### src/rtl/sfp_ctrl_pkg.sv
// Shared definitions for the SFP sequencer: FSM encoding, command modes, OFIFO usage decode.
// No logic of its own; imported by sfp_ctrl and sfp_addr_gen.
package sfp_ctrl_pkg;

  typedef enum logic [1:0] {
    ST_IDLE = 2'd0,
    ST_RD   = 2'd1,
    ST_WR   = 2'd2,
    ST_DONE = 2'd3
  } state_t;

  localparam logic [1:0] MODE_PASS     = 2'b00;
  localparam logic [1:0] MODE_ACC      = 2'b01;
  localparam logic [1:0] MODE_ACC_RELU = 2'b10;
  localparam logic [1:0] MODE_RELU     = 2'b11;

  // ReLU-in-place works on PSUM contents alone; every other mode consumes one OFIFO entry per row.
  function automatic logic needs_ofifo(input logic [1:0] mode);
    return mode != MODE_RELU;
  endfunction

endpackage

### src/rtl/sfp_addr_gen.sv
// Row counter and PSUM address generator: addr = base + row (wraps), last flag when row+1 == count.
// Zero latency on the address; counter clears on an accepted command and advances once per WR cycle.
module sfp_addr_gen #(
  parameter int addr_bw = 11,
  parameter int cnt_bw  = 11
) (
  input  logic               clk,
  input  logic               reset_n,
  input  logic               i_clr,
  input  logic               i_adv,
  input  logic [addr_bw-1:0] i_base,
  input  logic [cnt_bw-1:0]  i_count,
  output logic [addr_bw-1:0] o_addr,
  output logic               o_last
);

  logic [cnt_bw-1:0] r_row;

  always_ff @(posedge clk or negedge reset_n) begin
    if (!reset_n) begin
      r_row <= '0;
    end else if (i_clr) begin
      r_row <= '0;
    end else if (i_adv) begin
      r_row <= r_row + cnt_bw'(1);
    end
  end

  assign o_addr = i_base + addr_bw'(r_row);
  assign o_last = (r_row + cnt_bw'(1)) == i_count;

endmodule

### src/rtl/sfp_ctrl.sv
// SFP sequencer: per row RD (with OFIFO pop) then WR of the same PSUM row; done pulse after last row.
// Two cycles per row; RD stalls while a needed OFIFO entry is absent; start is ignored while busy.
module sfp_ctrl
  import sfp_ctrl_pkg::*;
#(
  parameter int addr_bw = 11,
  parameter int cnt_bw  = 11
) (
  input  logic               clk,
  input  logic               reset_n,
  input  logic               start,
  input  logic [1:0]         mode,
  input  logic [addr_bw-1:0] base_addr,
  input  logic [cnt_bw-1:0]  count,
  output logic               busy,
  output logic               done,
  input  logic               ofifo_valid,
  output logic               ofifo_rd,
  output logic               sram_cen,
  output logic               sram_wen,
  output logic [addr_bw-1:0] sram_addr,
  output logic               sfp_passthrough,
  output logic               sfp_accum,
  output logic               sfp_relu
);

  state_t             r_state;
  state_t             w_next;
  logic [1:0]         r_mode;
  logic [addr_bw-1:0] r_base;
  logic [cnt_bw-1:0]  r_count;
  logic               w_accept;
  logic               w_need;
  logic               w_stall;
  logic [addr_bw-1:0] w_addr;
  logic               w_last;

  assign w_accept = (r_state == ST_IDLE) && start;
  assign w_need   = needs_ofifo(r_mode);
  assign w_stall  = w_need && !ofifo_valid;

  always_ff @(posedge clk or negedge reset_n) begin
    if (!reset_n) begin
      r_state <= ST_IDLE;
      r_mode  <= '0;
      r_base  <= '0;
      r_count <= '0;
    end else begin
      r_state <= w_next;
      if (w_accept) begin
        r_mode  <= mode;
        r_base  <= base_addr;
        r_count <= count;
      end
    end
  end

  sfp_addr_gen #(
    .addr_bw (addr_bw),
    .cnt_bw  (cnt_bw)
  ) u_addr_gen (
    .clk     (clk),
    .reset_n (reset_n),
    .i_clr   (w_accept),
    .i_adv   (r_state == ST_WR),
    .i_base  (r_base),
    .i_count (r_count),
    .o_addr  (w_addr),
    .o_last  (w_last)
  );

  always_comb begin
    w_next          = r_state;
    busy            = 1'b0;
    done            = 1'b0;
    ofifo_rd        = 1'b0;
    sram_cen        = 1'b1;
    sram_wen        = 1'b1;
    sram_addr       = '0;
    sfp_passthrough = 1'b0;
    sfp_accum       = 1'b0;
    sfp_relu        = 1'b0;

    if (r_state != ST_IDLE) begin
      sfp_passthrough = (r_mode == MODE_PASS);
      sfp_accum       = (r_mode == MODE_ACC) || (r_mode == MODE_ACC_RELU);
      sfp_relu        = (r_mode == MODE_ACC_RELU) || (r_mode == MODE_RELU);
    end

    case (r_state)
      ST_IDLE: begin
        if (start) begin
          w_next = (count == '0) ? ST_DONE : ST_RD;
        end
      end
      ST_RD: begin
        busy = 1'b1;
        if (!w_stall) begin
          sram_cen  = 1'b0;
          sram_addr = w_addr;
          ofifo_rd  = w_need;
          w_next    = ST_WR;
        end
      end
      ST_WR: begin
        busy      = 1'b1;
        sram_cen  = 1'b0;
        sram_wen  = 1'b0;
        sram_addr = w_addr;
        w_next    = w_last ? ST_DONE : ST_RD;
      end
      ST_DONE: begin
        busy   = 1'b1;
        done   = 1'b1;
        w_next = ST_IDLE;
      end
      default: w_next = ST_IDLE;
    endcase
  end

endmodule

### config.mk
export PLATFORM = sky130hd
export DESIGN_NAME = sfp_ctrl
export DESIGN_NICKNAME = d
export VERILOG_FILES = /design/src/rtl/sfp_ctrl_pkg.sv /design/src/rtl/sfp_addr_gen.sv /design/src/rtl/sfp_ctrl.sv
export SDC_FILE = /design/constraint.sdc
export NUM_CORES = 1
export LEC_CHECK = 0
export CAP_MARGIN = 15
export CORE_AREA = 10 10 98 74
export CTS_CLUSTER_DIAMETER = 120
export DETAILED_ROUTE_END_ITERATION = 6
export DIE_AREA = 0 0 108 84
export DONT_BUFFER_PORTS = 1
export HOLD_SLACK_MARGIN = 0.02
export PLACE_DENSITY = 0.61
export SLEW_MARGIN = 10
export SYNTH_ARGS = -nofsm -noshare
export SYNTH_HDL_FRONTEND = slang
export SYNTH_HIERARCHICAL = 1
export SYNTH_SLANG_ARGS = --single-unit
### constraint.sdc
create_clock -name clk -period 2.9 [get_ports clk]
set_input_delay 0.145 -clock clk [delete_from_list [all_inputs] [get_ports clk]]
set_output_delay 0.145 -clock clk [all_outputs]
set_load 0.03 [all_outputs]
Yosys cells after proc, flatten, opt, wreduce, memory -nomap -nowiden
Cells that the tools add are included.

word-level totals
  register bits = 37
  latch bits = 0
  RAM bits = 0
  memory bits (read-only) = 0
  input port bits = 28
  output and inout bits = 19
  word-level logic and storage cells = 48
  memories kept = 0

cells by class
  add/subtract/negate cells = 2
  $mul = 0
  divide/modulo/power cells = 0
  magnitude comparators = 0
  eq/ne operators = 10
  shifts and indexed selects = 0
  mux-type cells = 19
  bitwise logic cells = 0
  reduce and logical (&&, ||, !) cells = 12

operators with widths
  operator                                                          number
  11-bit 2-to-1 mux                                                 3
  11-bit one-hot mux with 2 select lines                            1
  11-bit by 1-bit adder with 11-bit output (second input constant)  1
  11-bit adder                                                      1
  11-bit == test                                                    1
  11-bit logical NOT                                                1
  1-bit 2-to-1 mux                                                  9
  2-bit == test (second input constant)                             4
  2-bit 2-to-1 mux                                                  4
  2-bit one-hot mux with 4 select lines                             1
  2-bit inequality test (second input constant)                     3
  2-bit by 1-bit == test with 1-bit output (second input constant)  2
  2-bit logical NOT                                                 2
  2-bit nonzero test                                                2
  3-bit OR reduction                                                1
  1-bit logical AND                                                 2
  1-bit logical OR                                                  2
  1-bit one-hot mux with 2 select lines                             1
  2-bit AND reduction                                               1
  1-bit logical NOT                                                 1

Longest topological paths before layout
  word-level depth = 4
  depth in mapped cells = 10
  mapped depth without buffers = 9

Cells and area by module
Netlist, hierarchy kept.

modules (own cells, without submodules)
  module        instances  cells each  area an instance (µm²)  sequential area each (µm²)
  sfp_addr_gen  1          160         1356.3                  275.3
  sfp_ctrl      1          100         1256.2                  650.6

Least setup slack after synthesis
OpenSTA, ideal clock, no wires.

  path kind = register to output
  start point = register u_addr_gen.r_row[0]
  end point = output port sram_addr[10]
  data arrival time = 2112 ps
  data required time = 2755 ps
  slack = 643 ps
  stages on the path, launching flop included = 10
  buffers on the path = 0
  cells stage by stage = dfrtp_1 -> ha_1 -> inv_1 -> fa_1 -> nor2b_1 -> o2111ai_1 -> a31oi_1 -> nor2_1 -> a211oi_1 -> and2_1

on the way
  word-level cells in the longest chain between the ends = 3

RTL lines
  item                                      line                source
  start: declaration                        sfp_addr_gen.sv:17  logic [cnt_bw-1:0] r_row;
  start signal: assignment                  sfp_addr_gen.sv:25  r_row <= r_row + cnt_bw'(1);
  11-bit adder *                            sfp_addr_gen.sv:29  assign o_addr = i_base + addr_bw'(r_row);
  net w_addr[10]                            sfp_ctrl.sv:35      logic [addr_bw-1:0] w_addr;
  11-bit 2-to-1 mux                         sfp_ctrl.sv:98      if (!w_stall) begin
  11-bit one-hot mux with 2 select lines *  sfp_ctrl.sv:90      case (r_state)
  end: declaration                          sfp_ctrl.sv:21      output logic [addr_bw-1:0] sram_addr,

Mark *: on every way through the listed nets, which the timed path passes. The rest lies on a longest branch.

Worst setup path in the final report
  start point = register u_addr_gen.r_row[0]
  end point = output port sram_addr[8]

Same word-level chain as after synthesis.

==> flow_metrics.py <==
metrics = {
    "outcome": {
        "run_status": "complete, no violations",
    },
    "placed_design": {
        "io_buffers": 0,
        "place_congestion": 0.848,
        "placed_cell_area_um2": 2670,
        "dp_slack_ns": 0.409,
        "hpwl_mm": 4.32,
        "dp_cells": 330,
    },
    "synth": {
        "synth_compound_area_frac": 0.104,
        "yosysWarnings": 6,
        "ys_seq_elements": 37,
        "synth_fa_ha_area_frac": 0.0987,
        "syn_inst": 260,
        "syn_avg_cell_area_um2": 10.0,
        "synth_edf_count": 0,
        "muxShareOfSynthArea": 0.110,
        "synth_top_family_by_area": "simple AND/OR/NAND/NOR gates",
        "synth_area_um2": 2610,
        "synth_ff_type": "dfrtp_1",
        "async_flop_share": 1.00,
        "yosys.area_share.simple": 0.185,
        "yosysSeqAreaShare": 0.354,
        "synth_cell_types": 46,
        "synthXorXnorAreaFrac": 0.101,
        "syn-num-nets": 308,
    },
    "final_layout": {
        "num-fill-cells": 513,
        "synthToLayoutAreaGrowth_pct": 15.9,
        "postLayoutCellArea_um2": 3030,
        "num-nets-final": 336,
        "final_cells": 362,
        "antenna_cells": 0,
        "drive_above_1_share": 0.146,
    },
    "routing": {
        "viasPerCell": 5.35,
        "ant_nets": 0,
        "routed_wl_mm": 5.83,
        "drtIter0Drc": 73,
        "avgRoutedWirePerCell_um": 16.1,
        "drc": 0,
        "dr.pass1.iters": 4,
        "vias": 1936,
    },
    "sta": {
        "fin_worst_skew_ns": 0.00765,
        "worst_slew_pin_slew_ns": 0.657,
        "period_share": 0.903,
        "relSlewSlack": 0.564,
        "post-route-min-period_ns": 2.62,
        "fin_setup_tns_ns": 0,
        "hold_viol_final": 0,
        "fin_ws_ns": 0.281,
        "holdWs_ns": 0.0355,
        "max_freq_mhz": 382,
        "rsz0062_at_grt": "no",
        "maxSlewViolCount": 0,
        "setup_viol": 0,
    },
    "floorplan": {
        "core_area_um2": 5500,
        "die_w_um": 108,
        "die_y_um": 84,
        "initial_core_util": 0.475,
        "die_area_um2": 9070,
        "row_count": 23,
        "pin_count": 47,
    },
    "global_routing": {
        "grt_overflow_total": 0,
        "grt_util_all_layers": 0.136,
        "antenna_found_initial": 0,
        "grt_max_degree": 38,
        "grt_pass1_vias": 1994,
        "grt_pass1_wl_mm": 10.0,
    },
    "clocking": {
        "insertion_delay_ns": 0.29,
        "clock-root-buffer": "clkbuf_8",
        "h-tree-depth": 2,
        "cts_sinks": 37,
        "cts-buffers-inserted": 5,
        "path_clk_slew_ns": 0.07,
        "postCtsSetupRepairBufs": 0,
        "cts_tree": "yes",
        "clockBufferDepth": 2,
    },
    "worst_setup_path": {
        "ff2ff_setup_slack_ns": 0.49,
        "path_class": "reg2out",
        "cpPeakStageDelay_ns": 0.43,
        "critPathSlowestCell": "dfrtp_2",
        "cp.required_ns": 2.76,
        "crit_fanout": 7,
        "reg2reg_to": "r_state[1]$_DFFE_PN0P_",
        "endpoint_kind": "output port",
        "rr_worst_depth": 9,
        "path_cells": "ha_1 -> inv_1 -> fa_1 -> nor2b_2 -> o2111ai_1 -> a31oi_2 -> nor2_1 -> xnor2_1 -> and2_1",
        "worstPathArrival_ns": 2.47,
        "critPathLaunchType": "flip-flop",
        "regToRegStartpoint": "u_addr_gen/r_row[1]$_DFFE_PN0P_",
    },
    "power": {
        "p_sw_frac": 0.442,
        "vdd_drop_max_v": 0.000321,
        "p_per_area_nw_per_um2": 881,
        "seqPwrFrac": 0.327,
        "combPwrFrac": 0.544,
        "power_switching_w": 0.00118,
        "power.share.clock": 0.129,
        "internal-power_w": 0.00149,
        "leakage_nw": 1.31,
    },
    "hold_path": {
        "holdPathEnd": "r_mode[0]$_DFFE_PN0P_",
        "min_from": "start",
        "hp-class": "in2reg",
        "worstHoldPathCells": 2,
    },
    "flow_run": {
        "maxCapViolations": 0,
    },
}
==> cell usage in the layout, fill, tap and decap left out, types with 2 or more instances in the layout <==
| cell type | Yosys | routed |
|---|---|---|
| nand4_1 | 4 | 4 |
| and2_1 | 14 | 12 |
| xor2_1 | 15 | 15 |
| xnor2_1 | 15 | 15 |
| a31oi_1 | 3 | 2 |
| o32a_1 | 2 | 2 |
| and4_1 | 2 | 2 |
| nand2b_1 | 3 | 3 |
| nor3_1 | 2 | 2 |
| inv_1 | 15 | 15 |
| nor3b_1 | 3 | 3 |
| nor2_1 | 26 | 26 |
| nand2_1 | 9 | 9 |
| a21oi_1 | 8 | 8 |
| nand3b_1 | 2 | 2 |
| dfrtp_1 | 37 | 36 |
| nand3_1 | 9 | 9 |
| clkbuf_8 | 0 | 5 |
| or4_1 | 3 | 3 |
| a211oi_1 | 2 | 2 |
| a211o_1 | 2 | 2 |
| mux2_2 | 22 | 22 |
| o21a_1 | 3 | 3 |
| nor2b_1 | 5 | 4 |
| ha_1 | 19 | 19 |
| dlygate4sd3_1 | 0 | 25 |
| mux2i_1 | 4 | 4 |
| o21ai_0 | 5 | 5 |
| buf_4 | 0 | 4 |
==> worst max-delay path: cells and delay by family (launching register included) <==
| kind | cells | cell delay, ns |
|---|---|---|
| adder cells (fa/ha/maj) | 2 | 0.60 |
| buffers and inverters | 1 | 0.06 |
| flip-flops | 1 | 0.43 |
| XOR/XNOR | 1 | 0.12 |
| AO/OA/AOI/OAI | 2 | 0.41 |
| AND/OR/NAND/NOR | 3 | 0.56 |
==> through the flow <==
stage	total power [W]	util
2_1_floorplan	0.00204	-
3_3_place_gp	0.00227	0.486
3_5_place_dp	0.00229	0.486
4_1_cts	0.00268	0.548
5_1_grt	0.00288	0.551
6_report	0.00267	0.551
==> timing repair <==
| action | 4_1_cts | 5_1_grt |
|---|---|---|
| gates resized for setup | 0 | 6 |
| endpoints found under the setup margin | 0 | 3 |
| hold buffers | 26 | 0 |
| endpoints found under the hold margin | 60 | 0 |
==> Yosys cell counts (all sizes together) (2+ instances only) <==
cell	number	area share
dfrtp	37	0.35
nor2	26	0.037
mux2	22	0.095
ha	19	0.091
inv	15	0.022
xnor2	15	0.050
xor2	15	0.050
and2	14	0.034
nand3	10	0.024
nand2	9	0.013
a21oi	8	0.015
buf	6	0.021
nor2b	5	0.012
o21ai	5	0.0096
mux2i	4	0.015
nand4	4	0.0096
a31oi	3	0.0072
and4	3	0.011
clkbuf	3	0.0043
nand2b	3	0.0072
nor3b	3	0.0086
o21a	3	0.0086
or4	3	0.0086
a211o	2	0.0067
a211oi	2	0.0057
nand3b	2	0.0057
nor3	2	0.0038
o311ai	2	0.0067
o32a	2	0.0077
==> worst max path at each step <==
stage | slack [ns] | start | endpoint
after floorplan | 0.64 | u_addr_gen/r_row[0]$_DFFE_PN0P_ | sram_addr[10]
after global placement | 0.44 | u_addr_gen/r_row[0]$_DFFE_PN0P_ | sram_addr[10]
after detailed placement | 0.41 | u_addr_gen/r_row[0]$_DFFE_PN0P_ | sram_addr[10]
after CTS | 0.08 | u_addr_gen/r_row[0]$_DFFE_PN0P_ | sram_addr[10]
after global routing | 0.03 | u_addr_gen/r_row[0]$_DFFE_PN0P_ | sram_addr[10]
final | 0.28 | u_addr_gen/r_row[0]$_DFFE_PN0P_ | sram_addr[8]
==> cells by family (layout without fill, tap and decap cells) <==
family,Yosys count,after routing
AOI/OAI and AO/OA,36,36
buffers and inverters,24,51
muxes,26,26
adders and majority gates,20,20
xor gates and xnor gates,30,30
DFF,37,37
and+or+nand+nor,87,87
==> state kept, by name, summed over array words and instances (netlist names) <==
register and cells:
r_count 11, u_addr_gen/r_row 11, r_base 11, r_mode 2, r_state 2
==> cell type report <==
cell class | instances | area (um^2) | share of cell area
inverter | 15 | 56.3 | 0.0186
tap | 75 | 93.8 | 0.0310
clock buffer | 5 | 68.8 | 0.0227
timing repair buffer | 30 | 300 | 0.0992
clock inverter | 1 | 5.00 | 0.00165
sequential | 37 | 927 | 0.306
multi-input combinational | 199 | 1580 | 0.521
==> power groups by stage <==
stage	Sequential [W]	Clock, W	Combinational (W)
3_5_place_dp	0.000882	0	0.00141
6_report	0.000871	0.000344	0.00145
5_1_grt	0.000900	0.000377	0.00161
4_1_cts	0.000873	0.000350	0.00146
2_1_floorplan	0.000832	0	0.00121
3_3_place_gp	0.000878	0	0.00140
==> routing by layer <==
layer  share of wire  GRT usage  vias up
met4          0.0089     0.0291        0
met3           0.057     0.0517        5
met1            0.49      0.179      923
met5               0          0        -
met2            0.45      0.204       34
li1                -          -      974
Power figures use the tool's default switching activity.
